===== src/rtl/rfphoenix_vec_branch_eval_pkg.sv =====
// rfPhoenix shared definitions: instruction layout, branch condition enums,
// lane mask type and a small IEEE-single helper.
package rfPhoenixPkg;

   localparam int NLANES_DFLT = 4;

   typedef logic [NLANES_DFLT-1:0] lane_mask_t;

   localparam logic [6:0] OP_BCC  = 7'h28;
   localparam logic [6:0] OP_FBCC = 7'h29;

   typedef enum logic [2:0] {
      BC_LT  = 3'd0,
      BC_GE  = 3'd1,
      BC_LTU = 3'd2,
      BC_GEU = 3'd3,
      BC_BIT = 3'd4,
      BC_NEV = 3'd5,
      BC_EQ  = 3'd6,
      BC_NE  = 3'd7
   } bcc_cnd_t;

   typedef enum logic [2:0] {
      FBC_EQ  = 3'd0,
      FBC_NE  = 3'd1,
      FBC_LT  = 3'd2,
      FBC_LE  = 3'd3,
      FBC_NV4 = 3'd4,
      FBC_NV5 = 3'd5,
      FBC_UN  = 3'd6,
      FBC_ORD = 3'd7
   } fbcc_cnd_t;

   // Branch-format fields shared by Bcc and FBcc.
   typedef struct packed {
      logic [12:0] disp;
      logic [2:0]  cnd;
      logic [5:0]  Rb;
      logic [5:0]  Ra;
   } BrFields;

   typedef struct packed {
      BrFields    br;
      logic [6:0] opcode;
   } Instruction;

   // Exponent all ones with a non-zero fraction.
   function automatic logic is_nan32(input logic [31:0] f);
      return (f[30:23] == 8'hFF) && (f[22:0] != 23'd0);
   endfunction

endpackage


===== src/rtl/rfphoenix_vec_branch_eval_if.sv =====
// Issue-side and result-side handshake bundle of the vector branch evaluator.
interface rfphoenix_vec_branch_eval_if
   import rfPhoenixPkg::*;
#(
   parameter int NLANES = 4,
   parameter int WID    = 32
);
   logic                    flush_i;
   logic                    valid_i;
   logic                    ready_o;
   Instruction              ir_i;
   logic [NLANES*WID-1:0]   a_i;
   logic [NLANES*WID-1:0]   b_i;
   logic [NLANES-1:0]       mask_i;
   logic                    valid_o;
   logic                    ready_i;
   logic [NLANES-1:0]       taken_o;
   logic                    any_o;
   logic                    all_o;
   logic                    div_o;
   logic                    illegal_o;

   modport master (
      output flush_i, valid_i, ir_i, a_i, b_i, mask_i, ready_i,
      input  ready_o, valid_o, taken_o, any_o, all_o, div_o, illegal_o
   );

   modport slave (
      input  flush_i, valid_i, ir_i, a_i, b_i, mask_i, ready_i,
      output ready_o, valid_o, taken_o, any_o, all_o, div_o, illegal_o
   );
endinterface


===== src/rtl/rfphoenix_vec_branch_eval_lane_cmp.sv =====
// Single-lane Bcc/FBcc condition evaluation (combinational).
// FP compare is only built when RFPHOENIX_FBCC_EN is defined.
`ifdef RFPHOENIX_FBCC_EN
module fpCompare32
   import rfPhoenixPkg::*;
(
   input  logic [31:0] a,
   input  logic [31:0] b,
   output logic        eq,
   output logic        lt,
   output logic        le,
   output logic        nan
);
   logic w_both_zero;
   logic w_eq_ord;
   logic w_lt_ord;

   assign nan         = is_nan32(a) | is_nan32(b);
   assign w_both_zero = (a[30:0] == 31'd0) && (b[30:0] == 31'd0);
   assign w_eq_ord    = w_both_zero | (a == b);

   // Sign-magnitude ordering; +0 and -0 compare equal.
   always_comb begin
      if (w_both_zero)        w_lt_ord = 1'b0;
      else if (a[31] != b[31]) w_lt_ord = a[31];
      else if (!a[31])        w_lt_ord = a[30:0] < b[30:0];
      else                    w_lt_ord = b[30:0] < a[30:0];
   end

   assign eq = ~nan & w_eq_ord;
   assign lt = ~nan & w_lt_ord;
   assign le = ~nan & (w_lt_ord | w_eq_ord);
endmodule
`endif

module rfphoenix_lane_cmp
   import rfPhoenixPkg::*;
#(
   parameter int WID = 32
)(
   input  Instruction     ir,
   input  logic [WID-1:0] a,
   input  logic [WID-1:0] b,
   output logic           raw
);
   logic [6:0]     w_bit_sel;
   logic [WID-1:0] w_bit_mask;
   logic           w_fp_raw;
   logic           w_unused_ir;

   assign w_unused_ir = ^{ir.br.disp, ir.br.Ra};
   assign w_bit_sel   = 7'({1'b0, ir.br.Rb} % 7'(WID));
   assign w_bit_mask  = {{(WID-1){1'b0}}, 1'b1} << w_bit_sel;

`ifdef RFPHOENIX_FBCC_EN
   logic w_feq, w_flt, w_fle, w_fnan;

   fpCompare32 u_fcmp (
      .a   (32'(a)),
      .b   (32'(b)),
      .eq  (w_feq),
      .lt  (w_flt),
      .le  (w_fle),
      .nan (w_fnan)
   );

   // FBcc condition select; NE and UN are the only NaN-true conditions.
   always_comb begin
      case (fbcc_cnd_t'(ir.br.cnd))
         FBC_EQ:  w_fp_raw = w_feq;
         FBC_NE:  w_fp_raw = ~w_feq;
         FBC_LT:  w_fp_raw = w_flt;
         FBC_LE:  w_fp_raw = w_fle;
         FBC_UN:  w_fp_raw = w_fnan;
         FBC_ORD: w_fp_raw = ~w_fnan;
         default: w_fp_raw = 1'b0;
      endcase
   end
`else
   assign w_fp_raw = 1'b0;
`endif

   // Integer condition select; non-branch opcodes never take.
   always_comb begin
      raw = 1'b0;
      if (ir.opcode == OP_BCC) begin
         case (bcc_cnd_t'(ir.br.cnd))
            BC_LT:   raw = $signed(a) <  $signed(b);
            BC_GE:   raw = $signed(a) >= $signed(b);
            BC_LTU:  raw = a <  b;
            BC_GEU:  raw = a >= b;
            BC_BIT:  raw = |(a & w_bit_mask);
            BC_EQ:   raw = a == b;
            BC_NE:   raw = a != b;
            default: raw = 1'b0;
         endcase
      end else if (ir.opcode == OP_FBCC) begin
         raw = w_fp_raw;
      end
   end
endmodule


===== src/rtl/rfphoenix_vec_branch_eval.sv =====
// Two-stage lane-parallel branch condition evaluator with valid/ready and flush.
// Optional feature macro: RFPHOENIX_FBCC_EN (FBcc evaluation).
module rfphoenix_vec_branch_eval
   import rfPhoenixPkg::*;
#(
   parameter int NLANES = 4,
   parameter int WID    = 32
)(
   input logic                          clk,
   input logic                          rst_n,
   rfphoenix_vec_branch_eval_if.slave   bus
);
   logic [NLANES-1:0] w_raw;
   logic [NLANES-1:0] w_taken;
   logic              w_illegal;
   logic              w_adv2;
   logic              w_ready;
   logic              w_load1;
   logic              w_load2;

   logic              r_v1;
   logic              r_v2;
   logic [NLANES-1:0] r_raw_p1;
   logic [NLANES-1:0] r_mask_p1;
   logic              r_ill_p1;
   logic [NLANES-1:0] r_taken_p2;
   logic              r_any_p2;
   logic              r_all_p2;
   logic              r_div_p2;
   logic              r_ill_p2;

   for (genvar n = 0; n < NLANES; n++) begin : g_lane
      rfphoenix_lane_cmp #(.WID(WID)) u_cmp (
         .ir  (bus.ir_i),
         .a   (bus.a_i[n*WID +: WID]),
         .b   (bus.b_i[n*WID +: WID]),
         .raw (w_raw[n])
      );
   end

`ifdef RFPHOENIX_FBCC_EN
   assign w_illegal = (bus.ir_i.opcode != OP_BCC) && (bus.ir_i.opcode != OP_FBCC);
`else
   assign w_illegal = (bus.ir_i.opcode != OP_BCC);
`endif

   // Flush empties both stages, so input is always accepted (and dropped) then.
   assign w_adv2  = ~r_v2 | bus.ready_i;
   assign w_ready = ~r_v1 | w_adv2 | bus.flush_i;
   assign w_load1 = bus.valid_i & w_ready & ~bus.flush_i;
   assign w_load2 = r_v1 & w_adv2 & ~bus.flush_i;

   assign w_taken = r_raw_p1 & r_mask_p1;

   // Stage valid bits: flush wins, otherwise advance when downstream allows.
   always_ff @(posedge clk or negedge rst_n) begin
      if (!rst_n) begin
         r_v1 <= 1'b0;
         r_v2 <= 1'b0;
      end else if (bus.flush_i) begin
         r_v1 <= 1'b0;
         r_v2 <= 1'b0;
      end else begin
         if (w_ready) r_v1 <= bus.valid_i;
         if (w_adv2)  r_v2 <= r_v1;
      end
   end

   // Stage 1: raw per-lane compare, predicate and illegal decode.
   always_ff @(posedge clk or negedge rst_n) begin
      if (!rst_n) begin
         r_raw_p1  <= '0;
         r_mask_p1 <= '0;
         r_ill_p1  <= 1'b0;
      end else if (w_load1) begin
         r_raw_p1  <= w_raw & {NLANES{~w_illegal}};
         r_mask_p1 <= bus.mask_i;
         r_ill_p1  <= w_illegal;
      end
   end

   // Stage 2: masked taken and any/all/divergence reduction; held while stalled.
   always_ff @(posedge clk or negedge rst_n) begin
      if (!rst_n) begin
         r_taken_p2 <= '0;
         r_any_p2   <= 1'b0;
         r_all_p2   <= 1'b0;
         r_div_p2   <= 1'b0;
         r_ill_p2   <= 1'b0;
      end else if (w_load2) begin
         r_taken_p2 <= w_taken;
         r_any_p2   <= |w_taken;
         r_all_p2   <= (w_taken == r_mask_p1) & (|r_mask_p1);
         r_div_p2   <= (|w_taken) & ~((w_taken == r_mask_p1) & (|r_mask_p1));
         r_ill_p2   <= r_ill_p1;
      end
   end

   assign bus.ready_o   = w_ready;
   assign bus.valid_o   = r_v2;
   assign bus.taken_o   = r_taken_p2;
   assign bus.any_o     = r_any_p2;
   assign bus.all_o     = r_all_p2;
   assign bus.div_o     = r_div_p2;
   assign bus.illegal_o = r_ill_p2;
endmodule


===== src/flat_wrapper.sv =====
// flat-port wrapper written by rule: the top's interface ports become plain ports
module rfphoenix_vec_branch_eval_flat import rfPhoenixPkg::*;
#(
   parameter int NLANES = 4,
   parameter int WID    = 32
)
  (clk, rst_n, bus_flush_i, bus_valid_i, bus_ir_i, bus_a_i, bus_b_i, bus_mask_i, bus_ready_i, bus_ready_o, bus_valid_o, bus_taken_o, bus_any_o, bus_all_o, bus_div_o, bus_illegal_o);
  rfphoenix_vec_branch_eval_if #(.NLANES(NLANES), .WID(WID)) bus_i ();
  input logic clk;
  input logic rst_n;
  input wire logic [$bits(bus_i.flush_i)-1:0] bus_flush_i;
  input wire logic [$bits(bus_i.valid_i)-1:0] bus_valid_i;
  input wire logic [$bits(bus_i.ir_i)-1:0] bus_ir_i;
  input wire logic [$bits(bus_i.a_i)-1:0] bus_a_i;
  input wire logic [$bits(bus_i.b_i)-1:0] bus_b_i;
  input wire logic [$bits(bus_i.mask_i)-1:0] bus_mask_i;
  input wire logic [$bits(bus_i.ready_i)-1:0] bus_ready_i;
  output wire logic [$bits(bus_i.ready_o)-1:0] bus_ready_o;
  output wire logic [$bits(bus_i.valid_o)-1:0] bus_valid_o;
  output wire logic [$bits(bus_i.taken_o)-1:0] bus_taken_o;
  output wire logic [$bits(bus_i.any_o)-1:0] bus_any_o;
  output wire logic [$bits(bus_i.all_o)-1:0] bus_all_o;
  output wire logic [$bits(bus_i.div_o)-1:0] bus_div_o;
  output wire logic [$bits(bus_i.illegal_o)-1:0] bus_illegal_o;
  assign bus_i.flush_i = bus_flush_i;
  assign bus_i.valid_i = bus_valid_i;
  assign bus_i.ir_i = bus_ir_i;
  assign bus_i.a_i = bus_a_i;
  assign bus_i.b_i = bus_b_i;
  assign bus_i.mask_i = bus_mask_i;
  assign bus_i.ready_i = bus_ready_i;
  assign bus_ready_o = bus_i.ready_o;
  assign bus_valid_o = bus_i.valid_o;
  assign bus_taken_o = bus_i.taken_o;
  assign bus_any_o = bus_i.any_o;
  assign bus_all_o = bus_i.all_o;
  assign bus_div_o = bus_i.div_o;
  assign bus_illegal_o = bus_i.illegal_o;
  rfphoenix_vec_branch_eval #(.NLANES(NLANES), .WID(WID)) u_core (.clk(clk), .rst_n(rst_n), .bus(bus_i));
endmodule

===== config.mk =====
export PLATFORM = sky130hd
export DESIGN_NAME = rfphoenix_vec_branch_eval_flat
export DESIGN_NICKNAME = d
export VERILOG_FILES = /design/src/rtl/rfphoenix_vec_branch_eval_pkg.sv /design/src/rtl/rfphoenix_vec_branch_eval_if.sv /design/src/rtl/rfphoenix_vec_branch_eval_lane_cmp.sv /design/src/rtl/rfphoenix_vec_branch_eval.sv /design/src/flat_wrapper.sv
export SDC_FILE = /design/constraint.sdc
export NUM_CORES = 1
export LEC_CHECK = 0
export CAP_MARGIN = 20
export CELL_PAD_IN_SITES_DETAIL_PLACEMENT = 1
export CELL_PAD_IN_SITES_GLOBAL_PLACEMENT = 1
export CORE_ASPECT_RATIO = 0.9
export CORE_MARGIN = 5
export CORE_UTILIZATION = 28
export CTS_CLUSTER_SIZE = 20
export DETAILED_ROUTE_END_ITERATION = 8
export MAX_ROUTING_LAYER = met4
export PLACE_DENSITY = 0.87
export SLEW_MARGIN = 10
export SYNTH_ARGS = -nofsm -noshare
export SYNTH_HDL_FRONTEND = slang
export SYNTH_SLANG_ARGS = --single-unit

===== constraint.sdc =====
create_clock -name clk -period 1.85 [get_ports clk]
set_input_delay 0.2775 -clock clk [delete_from_list [all_inputs] [get_ports clk]]
set_output_delay 0.2775 -clock clk [all_outputs]
set_load 0.05 [all_outputs]

# After elaboration in Yosys (flattened, before gate mapping)
# Cells that the tools add are included.
[word_totals]
regBits = 19
out_inout_bits = 10
elab_cells = 85
[classes]
order_cmp = 16
eq_ne = 17
shifts = 1
mux = 12
n_bitwise = 20
n_reduce_logical = 9
[op_table]
columns = ["operator", "n"]
rows = [
  ["32-bit >= comparator", 8],
  ["32-bit < comparator", 8],
  ["32-bit AND", 4],
  ["32-bit equality test", 4],
  ["32-bit inequality test", 4],
  ["32-bit OR reduction", 4],
  ["1-bit by 5-bit left shift with 32-bit output, first input constant", 1],
  ["1-bit case mux with 7 select lines", 4],
  ["3-bit equality test, second input constant", 3],
  ["4-bit AND", 2],
  ["1-bit 2-to-1 mux", 8],
  ["4-bit OR reduction", 2],
  ["7-bit by 6-bit equality test with 1-bit output, second input constant", 1],
  ["7-bit by 6-bit inequality test with 1-bit output, second input constant", 1],
  ["1-bit AND", 6],
  ["3-bit by 2-bit equality test with 1-bit output, second input constant", 2],
  ["1-bit NOT", 5],
  ["4-bit equality test", 1],
  ["2-bit nonzero test", 2],
  ["3-bit by 1-bit equality test with 1-bit output, second input constant", 1],
  ["3-bit logical NOT", 1],
  ["1-bit bitwise OR", 3],
]

# Logic depth before layout (Yosys ltp)
[depth]
ltp_word = 6
ltp_mapped = 11

# Modules after synthesis
# Synthesis repeated with hierarchy kept, for this count alone.
[unflattened]
cells_unflattened = 816
area_unflattened_um2 = 5988.2
[by_module_without_submodules]
columns = ["module", "instances", "cells_each", "area_per_inst_um2", "seq_area_each_um2"]
rows = [
  ["rfphoenix_lane_cmp (u_core.g_lane[1].u_cmp ...)", 3, 185, 1277.5, 0.0],
  ["rfphoenix_lane_cmp (u_core.g_lane[0].u_cmp)", 1, 188, 1345.0, 0.0],
  ["rfphoenix_vec_branch_eval", 1, 73, 810.8, 475.5],
]

# Worst setup path before layout
# OpenSTA, ideal clock, no wires.
[synth_path]
path_type = "reg2reg"
start = "register u_core.r_v2 (netlist: u_core.bus.valid_o)"
end = "register u_core.r_raw_p1[1]"
setup_time_ns = 0.076
arrival_time_ns = 2.455
setup_slack_ns = -0.681
stages_incl_launch_ff = 9
path_buffers = 1
period_less_slack_ns = 2.531
path_cell_list = "dfrtp_1 -> nand4bb_1 -> nand3b_1 -> clkbuf_1 -> nand2_1 -> o31ai_1 -> o31ai_1 -> and3_1 -> o21ai_1"
[synth_via]
elab_chain_cells = 6
[synth_rtl]
columns = ["element", "line_no", "source"]
rows = [
  ["start, declared", "rfphoenix_vec_branch_eval.sv:22", "logic r_v2;"],
  ["start signal, assigned", "rfphoenix_vec_branch_eval.sv:65", "if (w_adv2) r_v2 <= r_v1;"],
  ["1-bit NOT", "rfphoenix_vec_branch_eval.sv:48", "assign w_adv2 = ~r_v2 | bus.ready_i;"],
  ["1-bit bitwise OR", "rfphoenix_vec_branch_eval.sv:48", ""],
  ["1-bit bitwise OR (2 in series)", "rfphoenix_vec_branch_eval.sv:49", "assign w_ready = ~r_v1 | w_adv2 | bus.flush_i;"],
  ["via bus_ready_o", "flat_wrapper.sv:18", "output wire logic [$bits(bus_i.ready_o)-1:0] bus_ready_o;"],
  ["1-bit AND (2 in series)", "rfphoenix_vec_branch_eval.sv:50", "assign w_load1 = bus.valid_i & w_ready & ~bus.flush_i;"],
  ["end signal, assigned", "rfphoenix_vec_branch_eval.sv:76", "r_raw_p1 <= w_raw & {NLANES{~w_illegal}};"],
  ["end, declared", "rfphoenix_vec_branch_eval.sv:23", "logic [NLANES-1:0] r_raw_p1;"],
]
# The timed path passes the listed nets, and every way through them passes these cells.
# A chain may end at the register's enable or synchronous reset.

# Worst setup path after layout
[layout_path]
start = "input port bus_a_i[60]"
end = "register u_core.r_raw_p1[1]"
[layout_via]
elab_chain_cells = 5
elab_cells_between_ends = 11
[layout_rtl]
columns = ["element", "line_no", "source"]
rows = [
  ["start, declared", "flat_wrapper.sv:14", "input wire logic [$bits(bus_i.a_i)-1:0] bus_a_i;"],
  ["parallel branches: the longest is 2 deep, another holds 32-bit >= comparator", "n/a", ""],
  ["1-bit case mux with 7 select lines *", "rfphoenix_vec_branch_eval_lane_cmp.sv:87", "case (bcc_cnd_t'(ir.br.cnd))"],
  ["1-bit 2-to-1 mux *", "rfphoenix_vec_branch_eval_lane_cmp.sv:86", "if (ir.opcode == OP_BCC) begin"],
  ["4-bit AND *", "rfphoenix_vec_branch_eval.sv:76", ""],
]
# Every way passes the cells marked *.

==> metrics <==
Area growth, synth to finish 121%; H-tree depth 1; run status finished, violations left; area of the die 23900 µm²; worst-margin pin slew 0.664 ns; total core area 20600 µm²; vias 8843; Worst EP arrival 2.27 ns; Detail Placement HPWL 27.6 mm; syn avg cell area 7.36 µm²; Post-Syn Instances 794; Max Used Layer met4; Die W 162 µm; Critical-path top delay cell a211oi_4; Layout Skew 0.00558 ns; synthesized net count 1222; Setup crit start kind input pin; Final Hold Vio Count 0; DR DRC count 0; Max Cap Viol 0; crit path capture type register; GRT Residual Overflow 0; Distinct cells, synth 82; Critical Path, Cell by Cell clkbuf_2, ha_4, a21oi_4, nor2b_2, o311ai_1, o211ai_1, a211oi_4, mux2i_1, and3_1, o21ai_1; Post-Layout Cell Count 1581; Worst-path clk slew 0.06 ns; final net count 1745; Top delay family on crit path compound AO/OA/AOI/OAI gates; Seq cells post-synth 19; worst min-delay path class in2reg; Initial Utilization 28.3%; wire per inst 25.0 µm; layout cells sized above 1 56.8%; Post-synth ARST share 100%; Slew Limit Fails 0; f_max 0.471 GHz; Post-Syn Area 5840 µm²; Port Buffer Count 289; Slew HR 55.5%; RSZ-0062 raised after global routing true; CP max stage delay 0.32 ns; DR pass1 iterations 5; global-route wire length before repair 57.3 mm; met2 wire len 20.6 mm; Synth Flop Type dfrtp_1; failing checks setup timing; Bufs and invs on worst path 1; starting DRC count in detailed routing 493; WL met3 2.62 mm; PD cells 304 nW/µm²; Post-synth EDFFs 0; worst skew pair latency 0.26 ns; Final period util 115%; Longest Clk Path Bufs 2; sum of negative setup slack -0.971 ns; leak pwr 6.03 nW; Via-to-Cell Ratio 5.59; WP data required 2.00 ns; largest net degree at the start of global routing 20; Max VDD drop 0.269 mV; GRT Total Usage 31.5%; placed insts 1527; crit path max fanout 3; I/O Pins 310; fin crit period 2.12 ns; initial antenna violation count 4; Routed Wire Length 39.5 mm; final setup fails 4; warnings from Yosys 0; WS Path Type in2reg; Final ANT Viol Nets 0; CTS buffer count 3; worst setup margin -0.274 ns; Placer Congestion 0.905; Metal-1 WL 14.4 mm; vias in the first global route 10229; Clock Sinks 19; Die Y 147 µm; register area share after synthesis 8.14%; clock root buffer clkbuf_16; CTS tree done; FP Rows 50
[through the flow]
| step | worst slack (ns) | area (µm²) | utilization (%) | hold WS [ns] | power (mW) |
|---|---|---|---|---|---|
| after floorplan | -0.192 | 6230 | - | -0.0181 | 1.41 |
| after global placement | -0.926 | 10900 | 52.8 | 0.466 | 2.67 |
| after detailed placement | -1.08 | 10900 | 52.8 | 0.475 | 2.78 |
| after CTS | -0.463 | 12400 | 60.3 | 0.377 | 3.62 |
| after global routing | -0.338 | 12900 | 62.5 | 0.323 | 4.13 |
| final | -0.274 | 12900 | 62.5 | 0.293 | 3.92 |
[state kept, by name, indices dropped and copies added (netlist names)]
register	count
u_core.bus.taken_o	4
u_core.r_mask_p1	4
u_core.r_raw_p1	4
u_core.bus.all_o	1
u_core.bus.any_o	1
u_core.bus.div_o	1
u_core.bus.illegal_o	1
u_core.bus.valid_o	1
u_core.r_ill_p1	1
u_core.r_v1	1
[Yosys cell counts (7+ instances only)]
master / instances / share of area (%)
nand3_1: 26 / 2.2
ha_1: 128 / 27
nand4_1: 32 / 3.4
mux2i_1: 25 / 4.3
nor3_1: 12 / 1.0
nand2_1: 76 / 4.9
dfrtp_1: 19 / 8.1
clkbuf_1: 7 / 0.45
nor2_1: 26 / 1.7
inv_1: 142 / 9.1
a221oi_1: 8 / 1.2
nor4_1: 11 / 1.2
o21ai_0: 41 / 3.5
mux2_2: 11 / 2.1
a31oi_1: 7 / 0.75
nor2b_1: 9 / 0.96
a21oi_1: 61 / 5.2
[area by class of cell]
cell class                      instances  area, µm²
Clock inverter                          1       5.00
Tap cell                              260        325
Clock buffer                            3       75.1
Multi-Input combinational cell        607       6790
Timing Repair Buffer                  542       4630
Antenna cell                            5       12.5
Inverter                              144        586
Fill cell                            2340       7740
Sequential cell                        19        477
[placed cells by master (no fill, tap or decap), types with 16 or more instances in the layout]
| cell type | count |
|---|---|
| clkdlybuf4s50_1 | 27 |
| a21oi_1 | 28 |
| dlygate4sd2_1 | 85 |
| buf_4 | 241 |
| buf_6 | 31 |
| dlymetal6s2s_1 | 38 |
| buf_2 | 46 |
| ha_4 | 108 |
| nand4_1 | 32 |
| dfrtp_1 | 18 |
| a21oi_2 | 25 |
| inv_2 | 102 |
| clkbuf_2 | 30 |
| nand3_1 | 22 |
| clkdlybuf4s15_2 | 16 |
| nor2_1 | 20 |
| ha_1 | 16 |
| inv_1 | 30 |
| o21ai_0 | 25 |
| mux2i_1 | 24 |
| nand2_1 | 61 |
[path summary, 6_finish.rpt]
check | from | cells after the start | slack (ns) | to
max in group asynchronous | rst_n | 2 | 1.25 | u_core.bus.valid_o
max | bus_a_i[60] | 10 | -0.27 | u_core.r_raw_p1[1]
min | bus_flush_i | 2 | 0.29 | u_core.bus.valid_o
max reg2reg | u_core.bus.valid_o | 7 | 0.02 | u_core.r_raw_p1[1]
min reg2reg | u_core.bus.div_o | 2 | 0.48 | u_core.bus.div_o
min in group asynchronous | rst_n | 2 | 0.37 | u_core.r_ill_p1
[what timing repair did]
action | CTS | global route
setup buffers | 35 | 9
hold buffers | 0 | 0
hold endpoints to repair | 0 | 0
pin swaps | 193 | 94
setup endpoints to repair | 4 | 4
gates resized for setup | 788 | 191
cloned | 2 | 0
[report_power, final]
| group | switching (mW) | internal [mW] |
|---|---|---|
| sequential | 0.0188 | 0.436 |
| clock | 0.174 | 0.291 |
| combinational | 1.43 | 1.57 |
| total | 1.63 | 2.30 |
[logic make-up (layout without fill, tap and decap cells)]
| group | after synthesis | after routing | share of synthesized area (%) |
|---|---|---|---|
| and+or+nand+nor | 230 | 230 | 20.3 |
| muxes | 39 | 39 | 7.43 |
| other | 0 | 5 | 0 |
| buffers and inverters | 168 | 690 | 12.3 |
| adders and majority gates | 128 | 128 | 27.4 |
| AOI/OAI and AO/OA | 202 | 202 | 23.1 |
| xor gates and xnor gates | 8 | 8 | 1.20 |
| DFF | 19 | 19 | 8.14 |
[routing by layer]
layer	GRT usage, %	vias to the layer above
met3	5.36	172
met1	33.4	4259
met2	57.5	458
met5	-	-
met4	13.2	0
li1	-	3954
(Power assumes the default switching activity.)
